===== config.mk =====
export PLATFORM = sky130hd
export DESIGN_NAME = dco_mtrx_decoder_p
export DESIGN_NICKNAME = d
export VERILOG_FILES = /design/src/rtl/dco_mtrx_decoder_p.sv
export SDC_FILE = /design/constraint.sdc
export NUM_CORES = 1
export LEC_CHECK = 0
export CAP_MARGIN = 20
export CORE_MARGIN = 4
export CORE_UTILIZATION = 43
export CTS_CLUSTER_DIAMETER = 50
export DETAILED_ROUTE_END_ITERATION = 10
export HOLD_SLACK_MARGIN = 0.03
export PLACE_DENSITY = 0.73
export SLEW_MARGIN = 10
export SYNTH_ARGS = -nofsm -noshare
export SYNTH_HDL_FRONTEND = slang
export SYNTH_SLANG_ARGS = --single-unit

===== constraint.sdc =====
create_clock -name clk -period 2.9 [get_ports clk]
set_input_delay 0.58 -clock clk [delete_from_list [all_inputs] [get_ports clk]]
set_output_delay 0.58 -clock clk [all_outputs]
set_load 0.01 [all_outputs]

===== src/rtl/dco_mtrx_decoder_p.sv =====
// dco_mtrx_decoder_p: drives a ROW_W x COL_W unit-cell DCO matrix from a
// binary target code. A registered target is approached by cur_code, then
// cur_code is decoded into row/column thermometer controls.
// Optional feature macro: DCO_DEC_SLEW_EN. When it is defined, cur_code moves
// at most MAX_STEP per cycle. When it is undefined, cur_code jumps to the
// target in one cycle.
// Load semantics: s_valid is a one-cycle strobe with no backpressure. Every
// edge with s_valid=1 captures s_mtrx as the new target.
module dco_mtrx_decoder_p #(
  parameter int ROW_W    = 16,
  parameter int COL_W    = 16,
  parameter int MAX_STEP = 4,
  localparam int BIN_W   = $clog2(ROW_W * COL_W)
) (
  input  logic                         clk,
  input  logic                         rst,
  input  logic [BIN_W-1:0]             s_mtrx,
  input  logic                         s_valid,
  output logic [2*ROW_W+2*COL_W-1:0]   mtrx_thrm,
  output logic [BIN_W-1:0]             cur_code,
  output logic                         settled
);

  localparam int RB = $clog2(ROW_W);
  localparam int KB = BIN_W - RB;
  localparam int MW = 2 * ROW_W + 2 * COL_W;
  localparam logic [ROW_W-1:0] ROW_ONES = '1;
  localparam logic [COL_W-1:0] COL_ONES = '1;
  localparam logic [COL_W-1:0] COL_ONE  = COL_W'(1);
  localparam logic [MW-1:0]    RST_MTRX = {{(2 * ROW_W){1'b0}}, COL_ONE, ~COL_ONE};

  logic [BIN_W-1:0] target_q;
  logic [BIN_W-1:0] cur_next;
  logic [KB-1:0]    k;
  logic [RB-1:0]    r;
  logic [ROW_W-1:0] row_p;
  logic [ROW_W-1:0] row_n;
  logic [COL_W-1:0] col_on;
  logic [MW-1:0]    dec;

  // Matrix decode: columns 0..k are on. The partial column fills its unit
  // cells from the bottom on even columns and from the top on odd columns.
  always_comb begin
    k      = cur_code[BIN_W-1:RB];
    r      = cur_code[RB-1:0];
    col_on = ~(COL_ONES << (32'(k) + 32'd1));
    row_p  = ~(ROW_ONES << r);
    row_n  = '0;
    if (k[0]) begin
      row_p = ROW_ONES;
      row_n = ROW_ONES << (ROW_W - 32'(r));
    end
    dec = {row_p, row_n, col_on, ~col_on};
  end

`ifdef DCO_DEC_SLEW_EN
  localparam logic [BIN_W:0] STEP = (BIN_W + 1)'(MAX_STEP);
  logic [BIN_W:0] t_x;
  logic [BIN_W:0] c_x;
  logic [BIN_W:0] up_x;
  logic [BIN_W:0] dn_x;
  logic           unused_msb;

  // Slew-limited approach. The math uses one extra bit so the code never
  // wraps, and the final step lands exactly on the target.
  always_comb begin
    t_x      = {1'b0, target_q};
    c_x      = {1'b0, cur_code};
    up_x     = c_x + STEP;
    dn_x     = c_x - STEP;
    cur_next = target_q;
    if (t_x > c_x) begin
      if ((t_x - c_x) > STEP) cur_next = up_x[BIN_W-1:0];
    end else if ((c_x - t_x) > STEP) begin
      cur_next = dn_x[BIN_W-1:0];
    end
  end

  assign unused_msb = up_x[BIN_W] ^ dn_x[BIN_W];
`else
  logic unused_step;

  // Single-cycle jump to the target. The step limit has no effect here.
  always_comb begin
    cur_next = target_q;
  end

  assign unused_step = (MAX_STEP != 0);
`endif

  // State registers. Target, code, decoded matrix and settled advance in
  // lockstep, so the matrix shows the code from one cycle earlier.
  always_ff @(posedge clk or posedge rst) begin
    if (rst) begin
      target_q  <= '0;
      cur_code  <= '0;
      mtrx_thrm <= RST_MTRX;
      settled   <= 1'b1;
    end else begin
      if (s_valid) target_q <= s_mtrx;
      cur_code  <= cur_next;
      mtrx_thrm <= dec;
      settled   <= (cur_code == target_q);
    end
  end

endmodule


### Word-level counts from Yosys, hierarchy flattened

Cells that the tools add are included.

| word-level totals | value |
|---|---|
| bits in registers | 81 |
| input bits | 11 |
| output and inout bits | 73 |

| operators by class | value |
|---|---|
| add/sub/neg operators | 2 |
| equality and inequality tests | 1 |
| shift operators | 3 |
| mux-type cells | 2 |
| bitwise logic cells | 3 |

Operator list:

| operator | count |
|---|---|
| $not A16 Y16 | 3 |
| $mux W16 | 2 |
| $shl A16 B32 Y16 const A | 1 |
| $shl A16 B4 Y16 const A | 1 |
| $shl A16 B5 Y16 const A | 1 |
| $eq A8 B8 Y1 | 1 |
| $sub A5 B4 Y6 const A | 1 |
| $add A4 B1 Y5 const B | 1 |

### Logic depth before layout (Yosys ltp)

Gate-level depths: netlist of run 1.

| depth | value |
|---|---|
| depth in word-level cells | 4 |
| depth in mapped cells | 6 |
| depth with buffers taken out | 6 |

### Worst setup path after synthesis of run 1

OpenSTA, ideal clock, no wires.

| timing | value |
|---|---|
| path type | register -> register |
| start point | register cur_code[5] |
| end point | register mtrx_thrm[26] |
| data arrival time | 1.574 ns |
| required time | 2.781 ns |
| path slack | 1.207 ns |
| cell stages (with the launch flop) | 7 |
| path buffers | 1 |
| clock period less this slack | 1.693 ns |
| path through | dfrtp_1 ha_1 inv_1 ha_1 buf_1 nand2_1 o21a_1 |

| on the way | value |
|---|---|
| cells in the longest elaborated chain, start to end | 3 |

RTL lines:

| item | line | text |
|---|---|---|
| from (decl) | 20 | `output logic [BIN_W-1:0] cur_code,` |
| from (signal assigned) | 101 | `cur_code <= cur_next;` |
| $add A4 B1 Y5 | 46 | `col_on = ~(COL_ONES << (32'(k) + 32'd1));` |
| $shl A16 B5 Y16 | 46 |  |
| $not A16 Y16 | 46 |  |
| via col_on[10] | 38 | `logic [COL_W-1:0] col_on;` |
| to (signal assigned) | 97 | `mtrx_thrm <= RST_MTRX;` |
| to (signal assigned) | 102 | `mtrx_thrm <= dec;` |
| to (decl) | 19 | `output logic [2*ROW_W+2*COL_W-1:0] mtrx_thrm,` |

The timed path passes the listed nets, and every way through them passes these cells.
A chain may end at the register's enable or synchronous reset.

### Worst setup path after layout of run 1

| timing | value |
|---|---|
| start point | register cur_code[4] |
| end point | output port cur_code[4] |

No word-level cell between the ends.

==> impl_metrics.csv, run 1 <==
group,metric,value,unit
routing,ant_nets,0,
place,gp_congestion,0.746,
clocking,clk_latency,0.35,ns
sta,fmaxAchievable,454,MHz
final_layout,final_cell_area,0.00402,mm2
sta,fin_tns_setup,0,ns
clocking,cts_buffers,9,
final_layout,area_growth_syn_to_layout,37.3,%
synth,syn_avg_cell_area,13.6,um2
power_and_ir_drop,vdd_ir_drop_max,310,uV
routing,vias,1845,
critical_path,cp.arrival,1.62,ns
critical_path,slowest_stage,"clkdlybuf4s50_1",
sta,post-route-min-period,2.20,ns
global_route,met1_usage,17.4,%
place,io_buffers,83,
critical_path,end_kind,"output pin",
floorplan,die-width,90.5,um
critical_path,timing.reg2reg.setup_slack,0.92,ns
critical_path,worst-path-buf-inv,1,
global_route,grt_pass1_vias,1878,
critical_path,cpLargestDelayFamily,"buffers and inverters",
sta,maxSlewViolCount,0,
sta,setup_viol,0,
final_layout,drive_above_1_share,16.3,%
critical_path,start_kind,"flip-flop",
global_route,antenna_found_initial,0,
floorplan,io_pins,84,
min_path,holdPathStages,0,
synth,netlist_instances,215,
synth,synth_warnings,0,
critical_path,critPathMaxStageDelay,0.65,ns
routing,initialDrtViolationCount,78,
critical_path,crit_chain,"clkdlybuf4s50_1",
critical_path,worstRegToRegCells,5,
synth,syn-num-nets,236,
critical_path,crit_start,"cur_code[4]",
min_path,min_from,"cur_next[3]",
final_layout,final_util,62.2,%
synth,syn_area,0.00292,mm2
final_layout,final_nets,323,
min_path,hold_path_end,"cur_code[3]",
routing,routedWlPerCell,14.9,um
synth,yosys-top-cells-area,"dfrtp_1 (55%), dfstp_2 (15%), ha_1 (4.3%), mux2_2 (3.1%), xnor2_1 (2.7%)",
floorplan,die_h,90.5,um
routing,wl,5720,um
place,placed_area,0.00381,mm2
critical_path,r2r-end,"mtrx_thrm[26]",
sta,rsz0062_at_grt,"no",
clocking,root_buffer,"clkbuf_8",
floorplan,start_util,45.3,%
power_and_ir_drop,leakagePower,1.72,nW
sta,timing.final.crit_share,75.9,%
critical_path,path_class,"reg -> out",
clocking,cts_hold_buf,0,
clocking,cts_max_level,3,
synth,synth_top_area_share,54.8,%
routing,viasPerCell,4.80,
clocking,cts_buffer_depth,2,
final_layout,antenna_cells,0,
synth,ys_types,35,
global_route,use_met3,3.58,%
sta,tightest_slew,0.466,ns
critical_path,path_max_fanout,14,
clocking,postCtsSetupBuffers,0,
routing,drc_errors,0,
global_route,grt_pass1_wl,9250,um
sta,hold_viol,0,
synth,yosys.area.top_type,"dfrtp_1",
synth,seq_area_frac_synth,70.0,%
global_route,grt_overflow_total,0,
global_route,top_usage_layer,"met2",
clocking,cts_sinks,81,
place,hpwl,4090,um
job,maxCapViolCount,0,
power_and_ir_drop,p_per_area,696,mW/mm2
clocking,cts_tree,"done",
synth,ys_ff_latch,81,
global_route,grt_usage,14.4,%
global_route,use_met2,23.0,%
min_path,hp-class,"reg -> reg",
sta,fin_worst_skew,0.0114,ns
critical_path,worstReg2RegStart,"cur_code[4]",
clocking,clkTransAtPathRegs,0.08,ns
floorplan,core-area,0.00646,mm2
critical_path,crit_required,2.32,ns
floorplan,die-area,0.00818,mm2
global_route,grt_max_degree,82,
power_and_ir_drop,power,2.79,mW
sta,slew_headroom,68.9,%
routing,dr.pass1.iters,4,
floorplan,rows,29,
status,status,"finished clean",
clocking,cts_resized,0,
-- final cells by class --
cell class	instances	area, um2
Multi-Input combinational cell	113	764
Sequential cell	81	2050
Clock buffer	9	124
Tap cell	77	96.3
Clock inverter	7	80.1
Fill cell	525	2440
Inverter	13	51.3
Timing Repair Buffer	84	851
-- state kept, by name, indices dropped and copies added, names as in the netlist --
| name | cells |
|---|---|
| mtrx_thrm | 64 |
| cur_code | 8 |
| cur_next | 8 |
| settled | 1 |
-- cells in the mapped netlist (all sizes together) --
cell type and n:
xnor2 9, nand3b 2, clkbuf 1, mux2i 1
nor2b 1, ha 10, buf 7, and3 1
nand2 19, o21a 2, nor3 4, o31ai 1
o21ai 14, clkinv 2, dfrtp 64, inv 11
mux2 9, nand2b 3, nand4 2, a21oi 3
and2 6, or3b 1, nor3b 3, dfstp 17
nand3 5, nor2 16, or3 1
-- cells by family after synthesis --
kind of cell	share of synthesized area [%]
compound gates	3.68
xor+xnor	2.70
fa+ha+maj	4.28
buf+inv	3.81
flops	70.0
mux	4.06
simple gates	11.4
-- through the flow --
stage                     worst slack (ns)  hold slack [ns]  cells
after floorplan                      0.268            0.389    215
after global placement                1.04            0.403    368
after detailed placement             0.951            0.410    368
after CTS                            0.670            0.428    384
after global routing                 0.581            0.441    384
final                                0.699            0.421    384
-- cells in the final DEF, fill, tap and decap left out, drive strengths merged --
master | synthesis | layout
dfrtp | 64 | 64
or3b | 1 | 1
and3 | 1 | 1
and2 | 6 | 6
o21a | 2 | 2
mux2i | 1 | 1
a21oi | 3 | 3
clkdlybuf4s50 | 0 | 83
buf | 7 | 1
nand2 | 19 | 19
clkinvlp | 0 | 2
clkinv | 2 | 6
mux2 | 9 | 9
ha | 10 | 10
nor3b | 3 | 3
dfstp | 17 | 17
nand3b | 2 | 2
nor3 | 4 | 4
nor2b | 1 | 1
nand2b | 3 | 3
inv | 11 | 11
bufinv | 0 | 1
o21ai | 14 | 14
nand3 | 5 | 5
or3 | 1 | 1
nor2 | 16 | 16
o31ai | 1 | 1
nand4 | 2 | 2
clkbuf | 1 | 9
xnor2 | 9 | 9
-- metal layers --
layer,part of all wire (%),vias to the layer above,wire length [um]
met3,5.4,15,308
met1,43,904,2440
met2,49,58,2800
met5,0,-,0
met4,2.9,0,168
li1,-,868,-
-- how the worst max path moves through the flow --
stage	endpoint	slack, ns	cells past startpoint
finish	cur_code[4]	0.70	1
global route	cur_code[4]	0.58	1
CTS	cur_code[4]	0.67	1
detailed placement	mtrx_thrm[26]	0.95	5
global placement	mtrx_thrm[26]	1.04	5
floorplan	cur_code[0]	0.27	1
-- power breakdown --
| part | switching, mW | internal (mW) |
|---|---|---|
| Clock | 0.420 | 0.405 |
| Combinational | 0.275 | 0.326 |
| Sequential | 0.0756 | 1.29 |
| Total | 0.771 | 2.02 |
Note: power is estimated with default switching activity, not from simulation.
==> inputs of run 2 (changes only) <==
--- a/config.mk
+++ b/config.mk
@@ -7,11 +7,11 @@
 export LEC_CHECK = 0
 export CAP_MARGIN = 20
 export CORE_MARGIN = 4
-export CORE_UTILIZATION = 43
+export CORE_UTILIZATION = 42
 export CTS_CLUSTER_DIAMETER = 50
 export DETAILED_ROUTE_END_ITERATION = 10
 export HOLD_SLACK_MARGIN = 0.03
-export PLACE_DENSITY = 0.73
+export PLACE_DENSITY = 0.75
 export SLEW_MARGIN = 10
 export SYNTH_ARGS = -nofsm -noshare
 export SYNTH_HDL_FRONTEND = slang
==> constraint.sdc (replaced) <==
create_clock -name clk -period 2 [get_ports clk]
set_input_delay 0.4 -clock clk [delete_from_list [all_inputs] [get_ports clk]]
set_output_delay 0.4 -clock clk [all_outputs]
set_load 0.01 [all_outputs]
==> run 2 against run 1 <==
Count of clock-buffer cells in the layout unchanged. First-iteration DRC count down 5.1%. Die area up 2.2%. Flip-flop and latch count unchanged. Register-to-register slack worse by 0.59 ns. Global-route usage about the same. Hold slack worse by 0.0011 ns. Sequential share of layout area down 1.1 points. Setup slack worse by 0.57 ns. Total power up 50%. Design area up 2.3%. Combinational power up 51%.
==> impl_metrics.csv, run 2 (synthesized netlist as in run 1, its figures left out) <==
group,metric,value,unit
routing,wl,5640,um
critical_path,end_kind,"output pin",
clocking,cts_tree,"done",
place,dpl_worst_slack,0.335,ns
clocking,clk_latency,0.35,ns
routing,viasPerCell,4.50,
critical_path,start_kind,"flip-flop",
critical_path,slowest_stage,"clkdlybuf4s50_1",
routing,initialDrtViolationCount,74,
critical_path,critPathMaxStageDelay,0.61,ns
floorplan,start_util,43.0,%
critical_path,cpLargestDelayFamily,"buffers and inverters",
sta,slew_headroom,73.1,%
critical_path,worst-path-buf-inv,1,
clocking,postCtsSetupBuffers,0,
final_layout,final_common_cell,"clkdlybuf4s50_1",
final_layout,largest-register,"mtrx_thrm",
floorplan,rows,30,
final_layout,drive_above_1_share,17.9,%
critical_path,cp.arrival,1.47,ns
floorplan,core-area,0.00679,mm2
min_path,min_from,"cur_next[0]",
clocking,clkTransAtPathRegs,0.08,ns
final_layout,antenna_cells,0,
sta,rsz0062_at_grt,"no",
critical_path,worstReg2RegStart,"cur_code[4]",
routing,vias,1840,
job,maxCapViolCount,0,
final_layout,final_nets,329,
floorplan,io_pins,84,
sta,fin_tns_setup,0,ns
critical_path,crit_chain,"clkdlybuf4s50_1",
sta,timing.final.crit_share,93.6,%
sta,setup_viol,0,
global_route,grt_usage,14.3,%
clocking,cts_max_level,3,
place,io_buffers,83,
power_and_ir_drop,p_per_area,1020,mW/mm2
critical_path,r2r-end,"mtrx_thrm[26]",
routing,routedWlPerCell,13.8,um
global_route,grt_max_degree,82,
min_path,hold_path_end,"cur_code[0]",
power_and_ir_drop,leakagePower,1.76,nW
clocking,cts_buffers,9,
floorplan,die_h,91.4,um
global_route,grt_overflow_total,0,
sta,fmaxAchievable,534,MHz
min_path,holdPathStages,0,
final_layout,area_growth_syn_to_layout,40.5,%
global_route,grt_pass1_vias,1843,
critical_path,timing.reg2reg.setup_slack,0.33,ns
place,hpwl,4040,um
power_and_ir_drop,vdd_ir_drop_max,428,uV
routing,drc_errors,0,
clocking,cts_sinks,81,
floorplan,die-area,0.00836,mm2
global_route,antenna_found_initial,0,
routing,ant_nets,0,
global_route,grt_pass1_wl,9300,um
final_layout,largest_reg_flops,64,
status,status,"finished clean",
sta,post-route-min-period,1.87,ns
clocking,cts_hold_buf,0,
routing,dr.pass1.iters,4,
clocking,cts_resized,0,
critical_path,path_max_fanout,7,
min_path,hp-class,"reg -> reg",
clocking,root_buffer,"clkbuf_8",
sta,hold_viol,0,
critical_path,path_class,"reg -> out",
clocking,cts_buffer_depth,2,
sta,maxSlewViolCount,0,
sta,fin_worst_skew,0.00543,ns
sta,worst_slack,0.128,ns
place,gp_congestion,0.761,
final_layout,final_cell_mix,"clkdlybuf4s50_1 (83), dfrtp_1 (64), nand2_1 (19)",
sta,tightest_slew,0.404,ns
critical_path,crit_required,1.60,ns
floorplan,die-width,91.4,um
critical_path,worstRegToRegCells,5,
-- run 2: worst max path at each step --
stage | startpoint | end | cells after the start
after floorplan | cur_code[5] | mtrx_thrm[26] | 6
after global placement | cur_code[5] | mtrx_thrm[26] | 5
after detailed placement | cur_code[4] | mtrx_thrm[26] | 5
after CTS | cur_code[2] | cur_code[2] | 1
after global routing | cur_code[2] | cur_code[2] | 1
final | cur_code[2] | cur_code[2] | 1
-- run 2: metal layers --
metal | up-vias | track usage (%) | routed length, um | part of all wire (%)
met1 | 906 | 17.9 | 2470 | 44
met4 | 0 | 6.03 | 85 | 1.5
met2 | 49 | 23.1 | 2800 | 50
met3 | 5 | 4.23 | 294 | 5.2
met5 | - | 0 | 0 | 0
li1 | 880 | - | - | -
-- run 2: through the flow --
stage          power, mW  hold slack, ns  area (um2)  utilization, %  std cells
2_1_floorplan       2.42           0.389        2930               -        215
5_1_grt             4.42           0.437        4110            60.5        409
4_1_cts             4.25           0.425        4110            60.5        409
3_5_place_dp        2.92           0.406        3880            57.1        393
6_report            4.20           0.420        4110            60.5        409
3_3_place_gp        2.90           0.407        3880            57.1        393
-- run 2: report_power, final --
part           switching, mW  internal [mW]
registers             0.0870           1.87
logic                  0.419          0.489
clock network          0.615          0.716
total                   1.12           3.08
-- run 2: final cells by class --
cell class,instances,area (um2)
fill,546,2690
sequential,81,2050
timing repair buffer,90,896
multi-input combinational,113,764
clock buffer,9,124
tap,96,120
clock inverter,7,101
inverter,13,53.8
==> inputs of run 3 (changes only) <==
--- a/config.mk
+++ b/config.mk
@@ -6,11 +6,12 @@
 export NUM_CORES = 1
 export LEC_CHECK = 0
 export CAP_MARGIN = 20
-export CORE_MARGIN = 4
+export CORE_MARGIN = 5
 export CORE_UTILIZATION = 42
 export CTS_CLUSTER_DIAMETER = 50
 export DETAILED_ROUTE_END_ITERATION = 10
 export HOLD_SLACK_MARGIN = 0.03
+export MAX_ROUTING_LAYER = met4
 export PLACE_DENSITY = 0.75
 export SLEW_MARGIN = 10
 export SYNTH_ARGS = -nofsm -noshare
==> run 3 against run 2 <==
Maximum frequency decreased by 0.53%. Via count increased by 0.54%. Register-to-register slack got worse by 0.03 ns. Critical path depth increased by 1. Setup slack got worse by 0.0099 ns. Final cell count unchanged. Design area unchanged. Die area increased by 4.4%. Non-clock buffer count unchanged. Combinational power increased by 1%. Utilization unchanged. Largest cell class unchanged.
==> impl_metrics.csv, run 3 (synthesized netlist as in run 1, its figures left out) <==
group,metric,value,unit
final_layout,antenna_cells,0,
routing,drc_errors,0,
critical_path,end_kind,"output pin",
clocking,cts_hold_buf,0,
clocking,cts_sinks,81,
floorplan,die-area,0.00873,mm2
status,status,"finished clean",
final_layout,largest-register,"mtrx_thrm",
routing,wl,5790,um
sta,setup_viol,0,
sta,fmaxAchievable,531,MHz
floorplan,die-width,93.4,um
final_layout,area_growth_syn_to_layout,40.5,%
global_route,grt_max_degree,82,
sta,maxSlewViolCount,0,
floorplan,rows,30,
critical_path,slowest_stage,"clkdlybuf4s50_1",
min_path,hp-class,"reg -> reg",
sta,timing.final.crit_share,94.1,%
routing,routedWlPerCell,14.2,um
final_layout,final_util,60.5,%
critical_path,worstReg2RegStart,"cur_code[5]",
critical_path,crit_start,"cur_code[4]",
min_path,min_from,"cur_next[6]",
sta,hold_viol,0,
floorplan,die_h,93.4,um
routing,dr.pass1.iters,4,
power_and_ir_drop,p_per_area,1020,mW/mm2
global_route,grt_pass1_wl,9440,um
critical_path,crit_required,1.60,ns
global_route,antenna_found_initial,0,
final_layout,largest_reg_flops,64,
floorplan,start_util,43.0,%
sta,slew_headroom,72.3,%
floorplan,io_pins,84,
critical_path,path_class,"reg -> out",
clocking,cts_resized,0,
sta,fin_worst_skew,0.00604,ns
routing,ant_nets,0,
critical_path,start_kind,"flip-flop",
place,io_buffers,83,
sta,fin_tns_setup,0,ns
place,placedCellCount,393,
clocking,root_buffer,"clkbuf_8",
clocking,cts_max_level,3,
final_layout,drive_above_1_share,17.9,%
final_layout,final_cell_mix,"clkdlybuf4s50_1 (83), dfrtp_1 (64), nand2_1 (19)",
critical_path,crit_chain,"buf_4 -> clkdlybuf4s50_1",
sta,tightest_slew,0.415,ns
global_route,grt_overflow_total,0,
job,maxCapViolCount,0,
critical_path,cp.arrival,1.48,ns
critical_path,path_max_fanout,13,
place,gp_congestion,0.721,
final_layout,final_common_cell,"clkdlybuf4s50_1",
final_layout,final_nets,329,
routing,viasPerCell,4.52,
critical_path,cpLargestDelayFamily,"buffers and inverters",
place,hpwl,4180,um
global_route,grt_pass1_vias,1894,
routing,initialDrtViolationCount,61,
clocking,cts_buffer_depth,2,
floorplan,core-area,0.00679,mm2
clocking,postCtsSetupBuffers,0,
clocking,cts_buffers,9,
routing,vias,1850,
clocking,clkTransAtPathRegs,0.08,ns
power_and_ir_drop,leakagePower,1.76,nW
critical_path,critPathMaxStageDelay,0.58,ns
critical_path,worst-path-buf-inv,2,
clocking,cts_tree,"done",
sta,rsz0062_at_grt,"no",
sta,post-route-min-period,1.88,ns
clocking,clk_latency,0.34,ns
global_route,grt_usage,14.6,%
power_and_ir_drop,vdd_ir_drop_max,513,uV
final_layout,final_cell_count_no_fill,409,
run 3: changes by cell type in the layout (fill, tap and decap cells not counted):
cell	delta
inv_6	-1
clkinv_4	+1
run 3: report_power, final:
group | total [mW] | leakage (nW) | internal (mW) | switching, mW
combinational | 0.921 | 0.722 | 0.490 | 0.431
clock | 1.30 | 0.106 | 0.713 | 0.591
sequential | 1.95 | 0.928 | 1.87 | 0.0808
run 3: final timing paths:
| path | end | slack, ns | cells after the start |
|---|---|---|---|
| worst min register to register | cur_code[6] | 0.42 | 0 |
| worst min-delay path | cur_code[6] | 0.42 | 0 |
| worst max-delay path | cur_code[4] | 0.12 | 2 |
| worst max register to register | mtrx_thrm[26] | 0.30 | 5 |
| max in group asynchronous | settled | 1.14 | 3 |
| min in group asynchronous | mtrx_thrm[31] | 0.53 | 3 |
run 3: metrics by stage:
stage	total power [mW]	setup slack [ns]	instance area, um2	hold WS [ns]
2_1_floorplan	2.42	0.307	2930	0.389
3_3_place_gp	2.90	0.398	3880	0.405
3_5_place_dp	2.92	0.288	3880	0.410
4_1_cts	4.24	0.0976	4110	0.427
5_1_grt	4.39	0.0484	4110	0.450
6_report	4.18	0.118	4110	0.420
run 3: final cells by class:
type | instances | area (um2)
fill | 568 | 2690
sequential | 81 | 2050
timing repair buffer | 90 | 896
multi-input combinational | 113 | 764
clock buffer | 9 | 124
tap | 96 | 120
clock inverter | 7 | 101
inverter | 13 | 53.8
run 3: worst reg2reg max path: stages, from the launching register on:
cell and delay (ns):
dfrtp_1 0.44, ha_1 0.24, inv_1 0.06, ha_1 0.54
nand2_1 0.14, o21a_1 0.20
run 3: per-layer routing:
layer	GRT usage (%)	up-vias	routed length (um)
met5	-	-	0
met4	7.69	0	59
li1	-	880	-
met3	3.46	6	265
met1	17.3	911	2470
met2	23.3	53	3000
